[src/rtl/uart_pkg.sv]
// Shared definitions for the UART receiver (and the matching transmitter):
// FSM state encoding, oversample ratio, sample points and the bit vote.
package uart_pkg;

   typedef enum logic [2:0] {
      ST_IDLE,
      ST_START,
      ST_DATA,
      ST_PARITY,
      ST_STOP,
      ST_BREAK
   } uart_state_t;

   localparam int         OVERSAMPLE = 16;
   localparam logic [3:0] SC_SAMPLE_A = 4'd7;
   localparam logic [3:0] SC_SAMPLE_B = 4'd8;
   localparam logic [3:0] SC_VOTE     = 4'd9;
   localparam logic [3:0] SC_LAST     = 4'(OVERSAMPLE - 1);

   function automatic logic majority3(input logic a, input logic b, input logic c);
      return (a & b) | (a & c) | (b & c);
   endfunction

endpackage

[src/rtl/uart_tick_gen.sv]
// Oversample tick generator: counts 0..TICK_DIV-1 and emits a one-cycle
// tick on the last count. A synchronous restart holds the count at zero
// and suppresses the tick, so the first tick comes TICK_DIV cycles after
// restart is released.
module uart_tick_gen #(
   parameter int TICK_DIV = 78
) (
   input  logic internal_clk,
   input  logic rst,
   input  logic restart,
   output logic tick
);

   localparam int            CW       = (TICK_DIV > 1) ? $clog2(TICK_DIV) : 1;
   localparam logic [CW-1:0] CNT_LAST = CW'(TICK_DIV - 1);

   logic [CW-1:0] cnt_q;

   // divider counter, wraps at the last count or restarts on request
   always_ff @(posedge internal_clk or posedge rst) begin
      if (rst) begin
         cnt_q <= '0;
      end else if (restart || (cnt_q == CNT_LAST)) begin
         cnt_q <= '0;
      end else begin
         cnt_q <= cnt_q + 1'b1;
      end
   end

   assign tick = !restart && (cnt_q == CNT_LAST);

endmodule

[src/rtl/uart_rx_core.sv]
// Parametrised UART receiver with 16x oversampling and 3-sample majority
// vote, valid/ready output and frame/parity/overrun pulses.
// Optional feature macro: UART_RX_PARITY_EN (adds one parity bit per frame
// and makes o_parity_err live; without it o_parity_err stays 0).
//
// state  | meaning
// IDLE   | line idle, waiting for a 1->0 edge on rx_s
// START  | checking the start bit; a high vote is a false start
// DATA   | shifting DATA_BITS votes in, LSB first
// PARITY | checking the parity bit (only with the parity macro)
// STOP   | checking stop bit(s); commit or flag at the last vote
// BREAK  | frame error seen, waiting for the line to return high
module uart_rx_core
   import uart_pkg::*;
#(
   parameter int TICK_DIV   = 78,
   parameter int DATA_BITS  = 8,
   parameter int STOP_BITS  = 1,
   parameter int PARITY_ODD = 0
) (
   input  logic                 i_clk,
   input  logic                 i_rst,
   input  logic                 i_rx,
   output logic [DATA_BITS-1:0] o_data,
   output logic                 o_valid,
   input  logic                 i_ready,
   output logic                 o_frame_err,
   output logic                 o_parity_err,
   output logic                 o_overrun,
   output logic                 o_busy
);

`ifdef UART_RX_PARITY_EN
   localparam bit PAR_EN = 1'b1;
`else
   localparam bit PAR_EN = 1'b0;
`endif

   localparam logic       PAR_ODD   = (PARITY_ODD != 0);
   localparam logic [3:0] LAST_BIT  = 4'(DATA_BITS - 1);
   localparam logic       LAST_STOP = 1'(STOP_BITS - 1);

   uart_state_t state_q, state_d;

   logic                 sync1_q, sync2_q, rx_prev_q;
   logic                 rx_s, fall;
   logic                 tick, tick_restart;
   logic [3:0]           sc_q;
   logic [1:0]           samp_q;
   logic                 vote, at_vote, at_end;
   logic [3:0]           bit_cnt_q;
   logic                 stop_cnt_q;
   logic [DATA_BITS-1:0] shift_q;
   logic                 fe_q, par_mis_q;

   logic shift_en, par_chk, bit_inc, stop_inc, fe_set, commit, fe_pulse;

   // two-flop synchroniser plus one delay flop for edge detection
   always_ff @(posedge i_clk or posedge i_rst) begin
      if (i_rst) begin
         sync1_q   <= 1'b1;
         sync2_q   <= 1'b1;
         rx_prev_q <= 1'b1;
      end else begin
         sync1_q   <= i_rx;
         sync2_q   <= sync1_q;
         rx_prev_q <= sync2_q;
      end
   end

   assign rx_s = sync2_q;
   assign fall = rx_prev_q & ~rx_s;

   // tick phase is pinned while idle so the start edge sets bit alignment
   assign tick_restart = (state_q == ST_IDLE);

   uart_tick_gen #(
      .TICK_DIV (TICK_DIV)
   ) u_tick_gen (
      .internal_clk (i_clk),
      .rst          (i_rst),
      .restart      (tick_restart),
      .tick         (tick)
   );

   assign at_vote = tick && (sc_q == SC_VOTE);
   assign at_end  = tick && (sc_q == SC_LAST);
   assign vote    = majority3(samp_q[0], samp_q[1], rx_s);

   // oversample position within the bit and the two early samples
   always_ff @(posedge i_clk or posedge i_rst) begin
      if (i_rst) begin
         sc_q   <= '0;
         samp_q <= '0;
      end else if (state_q == ST_IDLE) begin
         sc_q <= '0;
      end else if (tick) begin
         sc_q <= sc_q + 4'd1;
         if (sc_q == SC_SAMPLE_A) samp_q[0] <= rx_s;
         if (sc_q == SC_SAMPLE_B) samp_q[1] <= rx_s;
      end
   end

   // state register
   always_ff @(posedge i_clk or posedge i_rst) begin
      if (i_rst) begin
         state_q <= ST_IDLE;
      end else begin
         state_q <= state_d;
      end
   end

   // next state and datapath strobes
   always_comb begin
      state_d  = state_q;
      shift_en = 1'b0;
      par_chk  = 1'b0;
      bit_inc  = 1'b0;
      stop_inc = 1'b0;
      fe_set   = 1'b0;
      commit   = 1'b0;
      fe_pulse = 1'b0;
      case (state_q)
         ST_IDLE: begin
            if (fall) state_d = ST_START;
         end
         ST_START: begin
            if (at_vote && vote) state_d = ST_IDLE;
            else if (at_end)     state_d = ST_DATA;
         end
         ST_DATA: begin
            if (at_vote) shift_en = 1'b1;
            if (at_end) begin
               if (bit_cnt_q == LAST_BIT) state_d = PAR_EN ? ST_PARITY : ST_STOP;
               else                       bit_inc = 1'b1;
            end
         end
         ST_PARITY: begin
            if (at_vote) par_chk = 1'b1;
            if (at_end)  state_d = ST_STOP;
         end
         ST_STOP: begin
            // the last stop bit decides at its vote so a new start edge
            // arriving right after the stop bit is still caught
            if (at_vote) begin
               if (stop_cnt_q == LAST_STOP) begin
                  if (fe_q || !vote) begin
                     fe_pulse = 1'b1;
                     state_d  = ST_BREAK;
                  end else begin
                     commit  = 1'b1;
                     state_d = ST_IDLE;
                  end
               end else if (!vote) begin
                  fe_set = 1'b1;
               end
            end else if (at_end) begin
               stop_inc = 1'b1;
            end
         end
         ST_BREAK: begin
            if (rx_s) state_d = ST_IDLE;
         end
         default: state_d = ST_IDLE;
      endcase
   end

   // frame datapath: shift register, bit/stop counters, latched errors
   always_ff @(posedge i_clk or posedge i_rst) begin
      if (i_rst) begin
         shift_q    <= '0;
         bit_cnt_q  <= '0;
         stop_cnt_q <= 1'b0;
         fe_q       <= 1'b0;
         par_mis_q  <= 1'b0;
      end else if (state_q == ST_IDLE) begin
         bit_cnt_q  <= '0;
         stop_cnt_q <= 1'b0;
         fe_q       <= 1'b0;
         par_mis_q  <= 1'b0;
      end else begin
         if (shift_en) shift_q    <= {vote, shift_q[DATA_BITS-1:1]};
         if (bit_inc)  bit_cnt_q  <= bit_cnt_q + 4'd1;
         if (stop_inc) stop_cnt_q <= 1'b1;
         if (fe_set)   fe_q       <= 1'b1;
         if (par_chk)  par_mis_q  <= vote ^ (^shift_q) ^ PAR_ODD;
      end
   end

   // output holding register, handshake and one-cycle error pulses
   always_ff @(posedge i_clk or posedge i_rst) begin
      if (i_rst) begin
         o_data       <= '0;
         o_valid      <= 1'b0;
         o_frame_err  <= 1'b0;
         o_parity_err <= 1'b0;
         o_overrun    <= 1'b0;
      end else begin
         o_frame_err  <= fe_pulse;
         o_parity_err <= 1'b0;
         o_overrun    <= 1'b0;
         if (commit) begin
            if (!o_valid || i_ready) begin
               o_data       <= shift_q;
               o_valid      <= 1'b1;
               o_parity_err <= par_mis_q & PAR_EN;
            end else begin
               o_overrun <= 1'b1;
            end
         end else if (o_valid && i_ready) begin
            o_valid <= 1'b0;
         end
      end
   end

   assign o_busy = (state_q != ST_IDLE);

endmodule

[config.mk]
export PLATFORM = sky130hd
export DESIGN_NAME = uart_rx_core
export DESIGN_NICKNAME = d
export VERILOG_FILES = /design/src/rtl/uart_pkg.sv /design/src/rtl/uart_tick_gen.sv /design/src/rtl/uart_rx_core.sv
export SDC_FILE = /design/constraint.sdc
export NUM_CORES = 1
export LEC_CHECK = 0
export ABC_AREA = 1
export ABC_CLOCK_PERIOD_IN_PS = 2800
export CAP_MARGIN = 15
export CORE_UTILIZATION = 30
export CTS_CLUSTER_DIAMETER = 50
export CTS_CLUSTER_SIZE = 20
export DETAILED_ROUTE_END_ITERATION = 8
export PLACE_DENSITY = 0.48
export SETUP_SLACK_MARGIN = 0.1
export SLEW_MARGIN = 10
export SYNTH_ARGS = -nofsm -noshare
export SYNTH_HDL_FRONTEND = slang
export SYNTH_HIERARCHICAL = 1
export SYNTH_SLANG_ARGS = --single-unit
[constraint.sdc]
create_clock -name i_clk -period 2.8 [get_ports i_clk]
set_input_delay 0.42 -clock i_clk [delete_from_list [all_inputs] [get_ports i_clk]]
set_output_delay 0.42 -clock i_clk [all_outputs]
set_load 0.02 [all_outputs]
Word-level counts from Yosys, hierarchy flattened. Index checks and enable logic that the tools add are counted.

Register bits: 44. Input bits: 4. Output and inout bits: 13. Logic and storage cells: 116.

Add/subtract/negate cells: 3. Eq/ne operators: 20. Mux-type cells: 45. Bitwise operators: 8. Reduce and logical (&&, ||, !) cells: 24.

Operator list (count): $mux W3 (10); $mux W1 (29); $pmux W3 S6 (1); $mux W4 (4); $ne A2 B2 Y1 const B (7); $eq A4 B4 Y1 const B (3); $reduce_bool A2 Y1 (5); $add A4 B1 Y4 const B (2); $eq A4 B3 Y1 const B (2); $reduce_and A8 Y1 (1); $add A7 B1 Y7 const B (1); $eq A7 B7 Y1 const B (1); $mux W7 (1); $eq A3 B2 Y1 const B (2); $eq A3 B3 Y1 const B (2); $reduce_and A2 Y1 (3); $reduce_and A3 Y1 (2); $logic_and A1 B1 Y1 (5); $and A1 B1 Y1 (4); $eq A3 B1 Y1 const B (1); $logic_not A1 Y1 (3); $logic_not A3 Y1 (1); $logic_or A1 B1 Y1 (3); $ne A3 B3 Y1 const B (1); 4 further kinds (6).

Logic depth before layout (Yosys ltp).
Depth in word-level cells: 11. Depth in mapped cells: 14. Mapped depth without buffers: 14.

Modules after synthesis. The synthesis kept the hierarchy.

By module, submodules not included: uart_rx_core (times used 1, cells each 193, area an instance 1730.4 um^2, seq. area each 929.6 um^2); uart_tick_gen (times used 1, cells each 45, area an instance 384.1 um^2, seq. area each 175.2 um^2).

Worst setup path before layout. No wires, ideal clock.

Path type: register -> register. From: register u_tick_gen.cnt_q[1]. To: register o_data[1]. Library setup time: 117 ps. Data arrival time: 1903 ps. Required time: 2683 ps. Slack: 780 ps. Stages on the path, launching flop included: 14. Path buffers: 1. Clock period less this slack: 2020 ps. Cells stage by stage: dfrtp_1 > inv_1 > ha_1 > nand2_1 > nand3b_2 > nor2_1 > nand2_2 > nor2_4 > nand3_4 > nor2_4 > nand2_4 > buf_6 > nand2_2 > o21ai_2.

Cells in the longest elaborated chain, start to end: 6.

Ends and longest elaborated chain: start: declaration (RTL line uart_tick_gen.sv:17) `logic [CW-1:0] cnt_q;`; start signal: assignment (RTL line uart_tick_gen.sv:26) `cnt_q <= cnt_q + 1'b1;`; $eq A7 B7 Y1 (RTL line uart_tick_gen.sv:30) `assign tick = !restart && (cnt_q == CNT_LAST);`; $logic_and A1 B1 Y1 (RTL line uart_tick_gen.sv:30); net tick (RTL line uart_rx_core.sv:47) `logic tick, tick_restart;`; $logic_and A1 B1 Y1 (RTL line uart_rx_core.sv:86) `assign at_vote = tick && (sc_q == SC_VOTE);`; $mux W1 (RTL line uart_rx_core.sv:145) `if (at_vote) begin`; $mux W1 (RTL line uart_rx_core.sv:123) `case (state_q)`; $reduce_and A2 Y1 (no line); end signal: assignment (RTL line uart_rx_core.sv:204) `o_data <= shift_q;`; end: declaration (RTL line uart_rx_core.sv:24) `output logic [DATA_BITS-1:0] o_data,`.

The timed path passes the listed nets, and every way through them passes these cells. A chain may end at the register's enable or synchronous reset.

Final worst setup path.
From: register state_q[0]. To: output port o_busy.

Cells in the longest elaborated chain, start to end: 1.

Ends and longest elaborated chain: start: declaration (RTL line uart_rx_core.sv:43) `uart_state_t state_q, state_d;`; start signal: assignment (RTL line uart_rx_core.sv:109) `state_q <= state_d;`; $reduce_bool A3 Y1 (RTL line uart_rx_core.sv:216) `assign o_busy = (state_q != ST_IDLE);`; end: declaration (RTL line uart_rx_core.sv:30) `output logic o_busy`.

No other way between the ends.

==> metrics.md <==
| Metric | Value |
|---|---|
| Synth Register Bits | 44 |
| Critical path launch point type | flip-flop |
| Data required time of the worst path | 2380 ps |
| Tot GR Track Use | 0.1178 |
| CTS Sinks | 44 |
| Worst Setup Path Type | reg2out |
| XOR/XNOR share of the synthesized area | 0.02071 |
| Leakage Power | 1.123 nW |
| Setup repair after global routing missed its margin | no |
| P_int | 1.009 mW |
| Number of enable-type register cells in the synthesized netlist | 0 |
| PD cells | 624.1 nW/um2 |
| Maximum operating frequency | 403.2 MHz |
| Mapped Area | 2115 um2 |
| Number of buffers inserted during clock tree synthesis | 5 |
| Sw frac | 0.3438 |
| Clock Pin Slew Worst Setup and Hold Paths | 90 ps |
| Area of the core region | 6794 um2 |
| Post-Route WL | 3.751 mm |
| Share of the clock period used by the worst path after layout | 0.8858 |
| Largest cells by area after synthesis | dfrtp_1 49%, nand2_1 11%, inv_1 5.0% |
| Max FO, Critical Path | 6 |
| Full die area | 7388 um2 |
| Startpoint of the most critical register-to-register path | u_tick_gen/cnt_q[1]$_DFF_PP0_ |
| Number of hold buffers added after cts | 0 |
| Share of Yosys cell area claimed by the top area cell type | 0.4852 |
| Number of top-level design ports | 17 |
| First-pass GRT wire length | 6.755 mm |
| Final antenna diode count | 0 |
| TritonRoute pass-1 iters | 4 |
| Number of max-cap violations | 0 |
| Unique cell type count in the Yosys netlist | 30 |
| Per-cell via count in the routed design | 4.282 |
| Net load switching power | 0.5286 mW |
| Post-synthesis async set-or-reset flop share | 1.000 |
| Worst Hold Class | reg2reg |
| Placer Congestion | 0.7944 |
| Hold Path Stages | 0 |
| Layout fillers | 704 |
| Synthesized-area fraction occupied by adder cells | 0.03550 |
| Width of the die | 85.96 um |
| Highest ir drop seen on vdd | 0.0002280 V |
| CTS Root Cell | clkbuf_8 |
| Hold Crit Start | sync1_q$_DFF_PP1_ |
| Residual overflow from global routing | 0 |
| Fraction of the mapped netlist area in compound gates | 0.08876 |
| FF-to-FF path depth | 12 |
| Post-Synthesis Cells | 238 |
| Synth-to-Final Area Change | 16.51% |
| Post-route antenna net violation count | 0 |
| Insertion delay to the later sink of the worst-skew pair | 300 ps |
| Sequential group share of total power | 0.473 |
| Number of buffers on the longest clock path | 2 |
| Number of setup buffers added after CTS | 0 |
| HPWL after DPL | 2.641 mm |
| Count of cells resized by post-cts repair | 0 |
| Via count | 1,520 |
| Proportion of power drawn by the clock network | 0.269 |
| Number of input and output port buffers inserted | 15 |
| Final net count | 268 |
| CTS tree | done |
| Library cell with the highest instance count after synthesis | nand2_1 |
| Detail-routed net length per standard cell | 10.57 um |
| Mux share of post-synthesis cell area | 0 |
| Post-Syn Nets | 248 |
| Worst clock skew on the final layout | 10.41 ps |
| Floorplan row count | 30 |
| Residual DRC | 0 |
| Layout cell share with drive strength beyond 1 | 0.1467 |
| Pin count of the biggest net entering global routing | 38 |
| Count of final hold-check violations | 0 |
| Run status | completed |
| Worst Setup Slack post-DPL | 600.4 ps |
| Count of endpoints failing setup in the final report | 0 |
| Starting Density | 0.3112 |
| Worst reg-to-reg setup slack | 600 ps |
| Sequential cell area fraction in the yosys report | 0.5225 |
| Pins Over Slew Limit | 0 |
| Cell taking the most area after synthesis | dfrtp_1 |
| End of the worst register-to-register path | state_q[1]$_DFFE_PP0P_ |
| Total Neg Setup Slack | 0 ps |
| Combinational family with the most area after synthesis | simple AND/OR/NAND/NOR gates |
| Top flip-flop cell by instance count after synthesis | dfrtp_1 |
| Avg Synthesized Cell Area | 8.885 um2 |
| Setup crit end kind | output pin |
| Count of warnings emitted by yosys | 6 |
| Number of H-tree branching levels | 2 |
| Power Total | 1.538 mW |
| Hold Crit Endpoint | rx_s$_DFF_PP1_ |
| Number of global-route vias before repair | 1,444 |
| Synth top cells by count | 62 x nand2_1, 41 x dfrtp_1, 28 x inv_1 |
| Post-synthesis share of cell area spent on and, or, nand and nor gates | 0.2604 |
| Post-layout worst setup margin | 319.9 ps |
| Combinational share of power | 0.258 |
| Initial drt markers | 89 |
| Worst endpoint data arrival time | 2060 ps |
| Final Critical Period | 2480 ps |
| Die Y | 85.96 um |
| Initial antenna violation count | 0 |
-- layout make-up --
| type | count | area, um2 | share of cell area |
|---|---|---|---|
| well taps | 96 | 120.1 | 0.04876 |
| clock inverters | 2 | 10.01 | 0.004063 |
| multi-input cells | 158 | 860.8 | 0.3494 |
| repair buffers | 17 | 165.2 | 0.06704 |
| inverters | 32 | 120.1 | 0.04876 |
| flip-flops and latches | 44 | 1105 | 0.4485 |
| clock buffers | 6 | 82.58 | 0.03352 |
-- critical path, cell delays in order (launching register included) --
cell and delay [ps]:
dfrtp_1 440, nor2_2 160, inv_1 50, nor2_1 340, inv_1 180, clkdlybuf4s50_1 580
-- power by group through the flow --
stage	Combinational (mW)	Sequential [mW]	Clock [mW]
3_5_place_dp	0.400	0.739	0
4_1_cts	0.407	0.727	0.439
6_report	0.397	0.727	0.414
3_3_place_gp	0.410	0.736	0
5_1_grt	0.452	0.733	0.459
2_1_floorplan	0.300	0.728	0
-- kinds of logic (layout without fill, tap and decap cells) --
| kind of cell | after synthesis | count (layout) |
|---|---|---|
| compound gates | 30 | 30 |
| simple gates | 116 | 116 |
| fa+ha+maj | 6 | 6 |
| xor+xnor | 5 | 5 |
| flops | 44 | 44 |
| other cells | 1 | 1 |
| buf+inv | 36 | 57 |
-- stage by stage --
step / area [um2] / util / cells / hold WS, ps
after floorplan: 2115 / - / 238 / 223.4
after global placement: 2371 / 0.3490 / 347 / 346.5
after detailed placement: 2371 / 0.3490 / 347 / 348.2
after CTS: 2464 / 0.3626 / 355 / 360.9
after global routing: 2464 / 0.3626 / 355 / 370.4
final: 2464 / 0.3626 / 355 / 359.9
-- registers in the layout (all words and copies together) (netlist names), 2 cells and up --
name,flops
o_data,8
state_q,3
samp_q,2
bit_cnt_q,4
sc_q,4
shift_q,8
u_tick_gen/cnt_q,7
-- how the worst max path moves through the flow --
stage | startpoint | end | slack, ps | cells after the start
after floorplan | u_tick_gen/cnt_q[1]$_DFF_PP0_ | o_data[1]$_DFFE_PP0P_ | 780 | 13
after global placement | u_tick_gen/cnt_q[1]$_DFF_PP0_ | state_q[1]$_DFFE_PP0P_ | 600 | 12
after detailed placement | u_tick_gen/cnt_q[1]$_DFF_PP0_ | state_q[1]$_DFFE_PP0P_ | 600 | 12
after CTS | state_q[0]$_DFFE_PP0P_ | o_busy | 300 | 5
after global routing | state_q[1]$_DFFE_PP0P_ | o_busy | 200 | 5
final | state_q[0]$_DFFE_PP0P_ | o_busy | 320 | 5
-- layer usage --
layer / vias to the layer above / routed length, um / global-route usage
li1: 791 / - / -
met1: 708 / 1909 / 0.1551
met2: 15 / 1674 / 0.1840
met3: 6 / 106 / 0.03272
met4: 0 / 60 / 0.04545
met5: - / 0 / 0
-- placed cells by master (no fill, tap or decap), drive strengths merged, types with 2 or more instances in the layout --
master and n:
o31ai 2, nand2 67, clkbuf 6, inv 32
nor3 5, xnor2 2, nand3b 2, clkdlybuf4s50 15
ha 6, a21oi 5, o21ai 20, nand4 3
dfrtp 41, o21bai 2, xor2 3, clkinv 2
nor2 24, dfstp 3, buf 2, nand3 15
Power figures use the tool's default switching activity.
